File: src/rtl/plugboard_cfg_ctrl.sv
// plugboard_cfg_ctrl: configuration sequencer and lookup engine for one
// Enigma plugboard stage. Letter pairs are captured from one-hot keystrokes
// into a 26-entry swap table. In RUN the table serves one-hot lookups.
// Build option: define PLUGBOARD_PRESET_EN to make reset load A<->Z, B<->Y and
// C<->X (pair_count 3). Without it, reset loads the identity table.
//
// Strobe semantics: every input strobe (cfg_start, cfg_done, key_valid,
// map_valid) is a single-cycle request that is sampled on the posedge. There is
// no back-pressure. Requests that do not apply in the current state are dropped.
// map_out_valid and cfg_err are single-cycle responses that appear one cycle
// after their request.
module plugboard_cfg_ctrl #(
    parameter int MAX_PAIRS = 10
) (
    input  logic        CLOCK_50,
    input  logic        reset,
    input  logic        cfg_start,
    input  logic        cfg_done,
    input  logic        key_valid,
    input  logic [25:0] key_letter,
    input  logic        map_valid,
    input  logic [25:0] map_in,
    output logic [25:0] map_out,
    output logic        map_out_valid,
    output logic        busy,
    output logic        pending,
    output logic [3:0]  pair_count,
    output logic        cfg_err
);

    localparam logic [1:0] ST_RUN   = 2'd0;
    localparam logic [1:0] ST_CAP_A = 2'd1;
    localparam logic [1:0] ST_CAP_B = 2'd2;

    logic [1:0]  state_q, state_d;
    logic [4:0]  tbl_q [26];
    logic [4:0]  tbl_d [26];
    logic [3:0]  cnt_q, cnt_d;
    logic [4:0]  latch_q, latch_d;
    logic        err_q, err_d;
    logic [25:0] map_out_q, map_out_d;
    logic        mov_q, mov_d;

    logic        k_ok, m_ok;
    logic [4:0]  k_idx, m_idx;
    logic [3:0]  cnt_inc;

    // Encode a one-hot letter. The result is {valid, index}. Valid requires exactly one bit set.
    function automatic logic [5:0] enc(input logic [25:0] oh);
        logic [4:0] idx;
        int         n;
        idx = '0;
        n   = 0;
        for (int i = 0; i < 26; i++) begin
            if (oh[i]) begin
                idx = 5'(i);
                n   = n + 1;
            end
        end
        return {(n == 1), idx};
    endfunction

    // Table entry loaded at reset: either identity or the three preset pairs.
    function automatic logic [4:0] reset_entry(input int i);
`ifdef PLUGBOARD_PRESET_EN
        if (i <= 2 || i >= 23) return 5'(25 - i);
        else                   return 5'(i);
`else
        return 5'(i);
`endif
    endfunction

    assign {k_ok, k_idx} = enc(key_letter);
    assign {m_ok, m_idx} = enc(map_in);
    assign cnt_inc       = cnt_q + 4'd1;

    // Next-state logic. Priority is cfg_start, then cfg_done, then key_valid. Lookups run only in RUN.
    always_comb begin
        state_d   = state_q;
        tbl_d     = tbl_q;
        cnt_d     = cnt_q;
        latch_d   = latch_q;
        err_d     = 1'b0;
        map_out_d = map_out_q;
        mov_d     = 1'b0;

        if (map_valid && state_q == ST_RUN) begin
            mov_d     = 1'b1;
            map_out_d = m_ok ? (26'd1 << tbl_q[m_idx]) : '0;
        end

        if (cfg_start) begin
            for (int i = 0; i < 26; i++) tbl_d[i] = 5'(i);
            cnt_d   = '0;
            state_d = ST_CAP_A;
        end else if (state_q != ST_RUN) begin
            if (cfg_done) begin
                state_d = ST_RUN;
            end else if (key_valid) begin
                if (state_q == ST_CAP_A) begin
                    if (k_ok && tbl_q[k_idx] == k_idx) begin
                        latch_d = k_idx;
                        state_d = ST_CAP_B;
                    end else begin
                        err_d = 1'b1;
                    end
                end else begin
                    // The latched letter is still identity in the table, so test for it first.
                    if (k_ok && k_idx == latch_q) begin
                        err_d   = 1'b1;
                        state_d = ST_CAP_A;
                    end else if (k_ok && tbl_q[k_idx] == k_idx) begin
                        tbl_d[k_idx]   = latch_q;
                        tbl_d[latch_q] = k_idx;
                        cnt_d          = cnt_inc;
                        state_d        = (cnt_inc == 4'(MAX_PAIRS)) ? ST_RUN : ST_CAP_A;
                    end else begin
                        err_d = 1'b1;
                    end
                end
            end
        end
    end

    // State and table registers with synchronous reset.
    always_ff @(posedge CLOCK_50) begin
        if (reset) begin
            state_q <= ST_RUN;
            for (int i = 0; i < 26; i++) tbl_q[i] <= reset_entry(i);
`ifdef PLUGBOARD_PRESET_EN
            cnt_q <= 4'd3;
`else
            cnt_q <= 4'd0;
`endif
            latch_q   <= '0;
            err_q     <= 1'b0;
            map_out_q <= '0;
            mov_q     <= 1'b0;
        end else begin
            state_q   <= state_d;
            tbl_q     <= tbl_d;
            cnt_q     <= cnt_d;
            latch_q   <= latch_d;
            err_q     <= err_d;
            map_out_q <= map_out_d;
            mov_q     <= mov_d;
        end
    end

    assign map_out       = map_out_q;
    assign map_out_valid = mov_q;
    assign busy          = (state_q != ST_RUN);
    assign pending       = (state_q == ST_CAP_B);
    assign pair_count    = cnt_q;
    assign cfg_err       = err_q;

endmodule

File: config.mk
export PLATFORM = sky130hd
export DESIGN_NAME = plugboard_cfg_ctrl
export DESIGN_NICKNAME = d
export VERILOG_FILES = /design/src/rtl/plugboard_cfg_ctrl.sv
export SDC_FILE = /design/constraint.sdc
export NUM_CORES = 1
export LEC_CHECK = 0
export ABC_AREA = 1
export BUFFER_PORTS_ARGS = -buffer_cell sky130_fd_sc_hd__clkbuf_2
export CORE_MARGIN = 1.5
export CORE_UTILIZATION = 30
export DETAILED_ROUTE_END_ITERATION = 10
export HOLD_SLACK_MARGIN = 0.08
export SYNTH_ARGS = -nofsm -noshare
export SYNTH_HDL_FRONTEND = slang
export SYNTH_SLANG_ARGS = --single-unit
File: constraint.sdc
create_clock -name CLOCK_50 -period 17.4 [get_ports CLOCK_50]
set_clock_uncertainty 0.05 [all_clocks]
set_input_delay 2.61 -clock CLOCK_50 [delete_from_list [all_inputs] [get_ports CLOCK_50]]
set_output_delay 2.61 -clock CLOCK_50 [all_outputs]
set_load 0.01 [all_outputs]
**Word-level counts from Yosys, hierarchy flattened**

Index checks and enable logic that the tools add are counted.

- $add $sub $neg: 51
- Multiply operators: 0
- Div/mod/pow operators: 0
- Order comparisons: 5
- Equal/unequal tests: 9
- Shifts and indexed selects: 1
- Muxes and demuxes: 128
- Bitwise operators: 9
- Reduce and logical (&&, ||, !) cells: 18

Operators with widths:

| kind | number |
|---|---|
| $add A32 B2 Y32 const B | 50 |
| $mux W32 | 50 |
| $mux W5 | 54 |
| $bwmux W130 | 2 |
| $eq A32 B2 Y1 const B | 2 |
| $bmux W5 S5 | 2 |
| $demux W5 S5 | 2 |
| $mux W26 | 1 |
| $shl A1 B5 Y26 const A | 1 |
| $ge A6 B6 Y1 const B | 3 |
| $not A5 Y6 | 3 |
| $lt A6 B1 Y1 const B | 2 |
| $mux W2 | 6 |
| $reduce_and A6 Y1 | 2 |
| $mux W1 | 11 |
| $eq A5 B5 Y1 | 2 |
| $reduce_and A4 Y1 | 2 |
| $not A1 Y1 | 6 |
| $reduce_bool A2 Y1 | 3 |
| $reduce_bool A3 Y1 | 2 |
| $logic_and A1 B1 Y1 | 5 |
| $reduce_or A5 Y1 | 1 |
| $add A4 B1 Y4 const B | 1 |
| $eq A4 B4 Y1 const B | 1 |
| other kinds (7) | 7 |

- Flip-flop bits (word level): 169
- Latch bits: 0
- Memory bits (writable): 0
- Memory bits (read-only): 0
- Input port bits: 58
- Output and inout bits: 34
- Logic and storage cells: 254
- Memories: 0

**Depth between registers and ports, before layout**

- Depth after elaboration: 60
- Gate-level depth with buffers: 94

**Worst setup path before layout**

No wires, ideal clock.

- Kind: in2reg
- Start: input port key_letter[0]
- End: register tbl_q[8] (netlist name)
- Setup time: 0.130 ns
- Arrival time: 14.588 ns
- Required time: 17.220 ns
- Setup slack: 2.632 ns
- Stages: 89
- Buffers on the path: 1
- Cell sequence: inv_1 > ha_1 > inv_1 > nand2_2 > nand2_1 > inv_1 > ha_1 > nand2_1 > nand2_1 > ha_1 > or2_1 > nand2_1 > inv_1 > ha_1 > nand2_1 > nand2_1 > ha_1 > nand2_1 > [... 53 more ...] > ha_1 > nand2_1 > nand2_1 > ha_1 > o21ai_0 > inv_1 > ha_1 > o22ai_1 > o2111ai_1 > nor2_1 > nand3_1 > nor2_4 > nand4_4 > buf_6 > a21oi_4 > inv_2 > nand2_1 > nand3_1

- Cells in the longest elaborated chain, start to end: 55
- Elaborated cells between the ends (all ways): 56

RTL lines:

| element | RTL line | text |
|---|---|---|
| start: declaration | 20 | `input logic [25:0] key_letter,` |
| $mux W1 * | 55 | `if (oh[i]) begin` |
| $add A32 B2 Y32 | 57 | `n = n + 1;` |
| $mux W32 * | 55 |  |
| $add A32 B2 Y32 | 57 |  |
| $mux W32 * | 55 |  |
| $add A32 B2 Y32 | 57 |  |
| $mux W32 * | 55 |  |
| $add A32 B2 Y32 | 57 |  |
| [... 39 more ...] | - |  |
| $add A32 B2 Y32 | 57 |  |
| $mux W32 * | 55 |  |
| $add A32 B2 Y32 | 57 |  |
| $mux W32 * | 55 |  |
| $eq A32 B2 Y1 * | 60 | `return {(n == 1), idx};` |
| $logic_and A1 B1 Y1 | 109 | `if (k_ok && k_idx == latch_q) begin` |
| $not A1 Y1 (no line) | - |  |
| $reduce_and A6 Y1 (no line) * | - |  |
| end signal: assignment | 141 | `tbl_q <= tbl_d;` |
| end: declaration | 36 | `logic [4:0] tbl_q [26];` |

Mark *: on every way between the ends. The rest lies on a longest branch, timed or not.
A chain may end at the register's enable or synchronous reset.

**Worst setup path in the final report**

- Start: input port key_letter[0]
- End: register tbl_q[35] (netlist name)

Same word-level chain as after synthesis.

==> results.md <==
* Post-Syn Area at around 18000 sq um
* CTS sink count at ~170
* Most common cell after layout, fill and taps aside: nand2_1
* Setup crit end: tbl_q[35]
* Core ar. at 57900 sq um
* Worst setup path startpoint: key_letter[0]
* Die width at 246 um
* DR pass1 iterations at 6
* Port bufs at between 90 and 100
* CTS Buf Count at 17
* CTS tree: done
* Origin of the critical flop-to-flop path: tbl_q[66]
* Dpl cells at between 3000 and 4000
* Top-Level Pins at between 90 and 100
* Layout cells sized above 1 at 0.0972
* Initial Utilization at 0.305
* Max Cap Viol at 0
* CTS Hold Bufs at 0
* ANT cells at 0
* Tot GR Track Use at 0.189
* Post-DRT Antenna Nets at 0
* Die height at roughly 250 um
* Vias in the first global route at about 19000
* WP data arrival at roughly 16 ns
* Most frequent cells in the layout: 952 x nand2_1, 418 x nor2_1, 386 x inv_1
* Worst skew pair latency at around 0.45 ns
* Worst Max-Slew Pin Slew at just over 1 ns
* Syn nets at between 3000 and 4000
* Setup TNS at 0 ns
* Routed len/inst at between 10 and 15 um
* Die area at ~60000 sq um
* Placed cell area at approximately 19000 sq um
* Pin count of the biggest net entering global routing at 80
* Max Clk Rate at approximately 0.063 GHz
* CTS clk-pin slew, worst paths at ~0.08 ns
* Final HPWL DP at roughly 42000 um
* CP max stage cell: clkinv_2
* Rows at 88
* Crit path max fanout at 22
* Seq cells post-synth at between 150 and 200
* Non-filler cells, final at ~4000
* Post-synth top flop: dfxtp_1
* Starting DRT DRC Count at 1880
* Global-route wire length before repair at between 90000 and 100000 um
* Worst VDD drop at a little under 0.07 mV
* Power, Total at 1.56 mW
* # fillers at around 6600
* Max Root-Sink Buffers at 2
* Final period util at 0.910
* Syn avg cell area at between 5 and 6 sq um
* R2R depth at 11
* Post-synth EDFFs at 0
* Slew headroom at 0.321
* Ys Warns at 0
* # DRC at 0
* Syn Inst Count at between 3000 and 4000
* Share of flip-flops with an asynchronous set or reset at 0
* CP Class: input port to register
* CP Data Required Time at 17.73 ns
* P_leak at 9.50 nW
* Final wirelength at between 50000 and 60000 um
* Worst Hold Class: register to register
* CP Capture Type: register
* CTS resizes at 0
* RSZ-0062 raised after global routing: no
* Most frequent CP cell: nand2_1
* Vias after detailed routing at 20650
* Sequential area share after synthesis at 0.192
* Pwr dens at approximately 80 nW/um^2
* Post-synthesis cell type count at 61
* CTS H-tree depth at 4
* Pins Over Slew Limit at 0
* Startpoint class of the critical path: input port
* Setup repair bufs after CTS at 0
* GPL Wtd Cong at about 0.95
* Reg2reg setup slack at about 14 ns
* GRT overflow at 0
* Post-route cell area at a little under 20000 sq um
* Nets at 3359
* Vias per cell at about 5.1
* Fin crit period at roughly 16 ns
* WHS at 0.420 ns
* Crit path largest cell delay at around 0.51 ns
* Reg2reg end: tbl_q[35]
* # setup viols final at 0
* Clk root buf: clkbuf_16
* Outcome: finished clean
* Antenna violations before repair at 0
* Area added between synthesis and finish at 10.6%
* Endpoints failing hold at 0
==> worst max-delay path, delay by kind of cell <==
| family | cells | cell delay [ns] |
|---|---|---|
| AO/OA/AOI/OAI | 6 | 0.86 |
| buffers and inverters | 12 | 1.38 |
| adder cells (fa/ha/maj) | 24 | 6.61 |
| AND/OR/NAND/NOR | 48 | 4.69 |
==> synthesized netlist by cell type (all sizes together) (3+ instances only) <==
| master | instances | area (sq um) |
|---|---|---|
| nand2 | 1011 | 3990 |
| nor2 | 436 | 1690 |
| inv | 411 | 1540 |
| nand3 | 388 | 2120 |
| o21ai | 193 | 970 |
| dfxtp | 169 | 3380 |
| o22ai | 130 | 813 |
| clkbuf | 80 | 300 |
| a21oi | 76 | 395 |
| ha | 52 | 651 |
| nand4 | 43 | 284 |
| nand3b | 32 | 244 |
| o211ai | 27 | 203 |
| nor3 | 24 | 125 |
| clkinv | 18 | 80.1 |
| buf | 13 | 100 |
| a221oi | 11 | 96.3 |
| a31oi | 11 | 68.8 |
| or2 | 10 | 62.6 |
| xor2 | 10 | 87.6 |
| a211oi | 7 | 52.6 |
| o221ai | 7 | 61.3 |
| o311ai | 7 | 61.3 |
| nor4 | 5 | 31.3 |
| a22oi | 4 | 30.0 |
| a32o | 4 | 40.0 |
| o2111ai | 3 | 26.3 |
| xnor2 | 3 | 26.3 |
==> per-stage QoR <==
stage | utilization | worst slack (ns)
after floorplan | - | 2.63
after global placement | 0.327 | 1.36
after detailed placement | 0.327 | 1.12
after CTS | 0.337 | 1.53
after global routing | 0.337 | 0.333
final | 0.337 | 1.56
==> registers in the layout, summed over array words and instances (netlist names) <==
register	cells
tbl_q	130
map_out	26
latch_q	5
pair_count	4
state_q	2
cfg_err	1
map_out_valid	1
==> cell type report <==
cell class / instances / area (sq um) / share of cell area
tap: 765 / 957 / 0.0490
clock inverter: 15 / 176 / 0.00903
sequential: 169 / 3380 / 0.173
timing repair buffer: 123 / 696 / 0.0356
clock buffer: 17 / 425 / 0.0218
multi-input combinational: 2509 / 12300 / 0.628
inverter: 429 / 1620 / 0.0830
==> worst min path at each step <==
stage / from / endpoint / slack (ns) / cells past startpoint
detailed placement: map_out[24] / map_out[24] / 0.41 / 2
global placement: map_out[22] / map_out[22] / 0.40 / 2
CTS: map_out[24] / map_out[24] / 0.42 / 2
floorplan: tbl_q[19] / tbl_q[19] / 0.39 / 2
finish: map_out[4] / map_out[4] / 0.42 / 2
global route: map_out[2] / map_out[2] / 0.44 / 2
==> metal layers <==
metal,global-route usage,routed length (um)
met1,0.244,25200
met3,0.0248,4710
met5,0,0
met2,0.320,25800
met4,0.0704,2070
==> cell families after synthesis <==
kind of cell,synth area share
AOI/OAI and AO/OA,0.165
xor gates and xnor gates,0.00645
adders and majority gates,0.0368
buffers and inverters,0.115
DFF,0.192
and+or+nand+nor,0.485
==> power by group <==
part / switching (mW) / leakage (nW) / internal, mW
Sequential: 0.000347 / 1.36 / 0.387
Combinational: 0.535 / 7.84 / 0.248
Clock: 0.199 / 0.294 / 0.195
(Power assumes the default switching activity.)
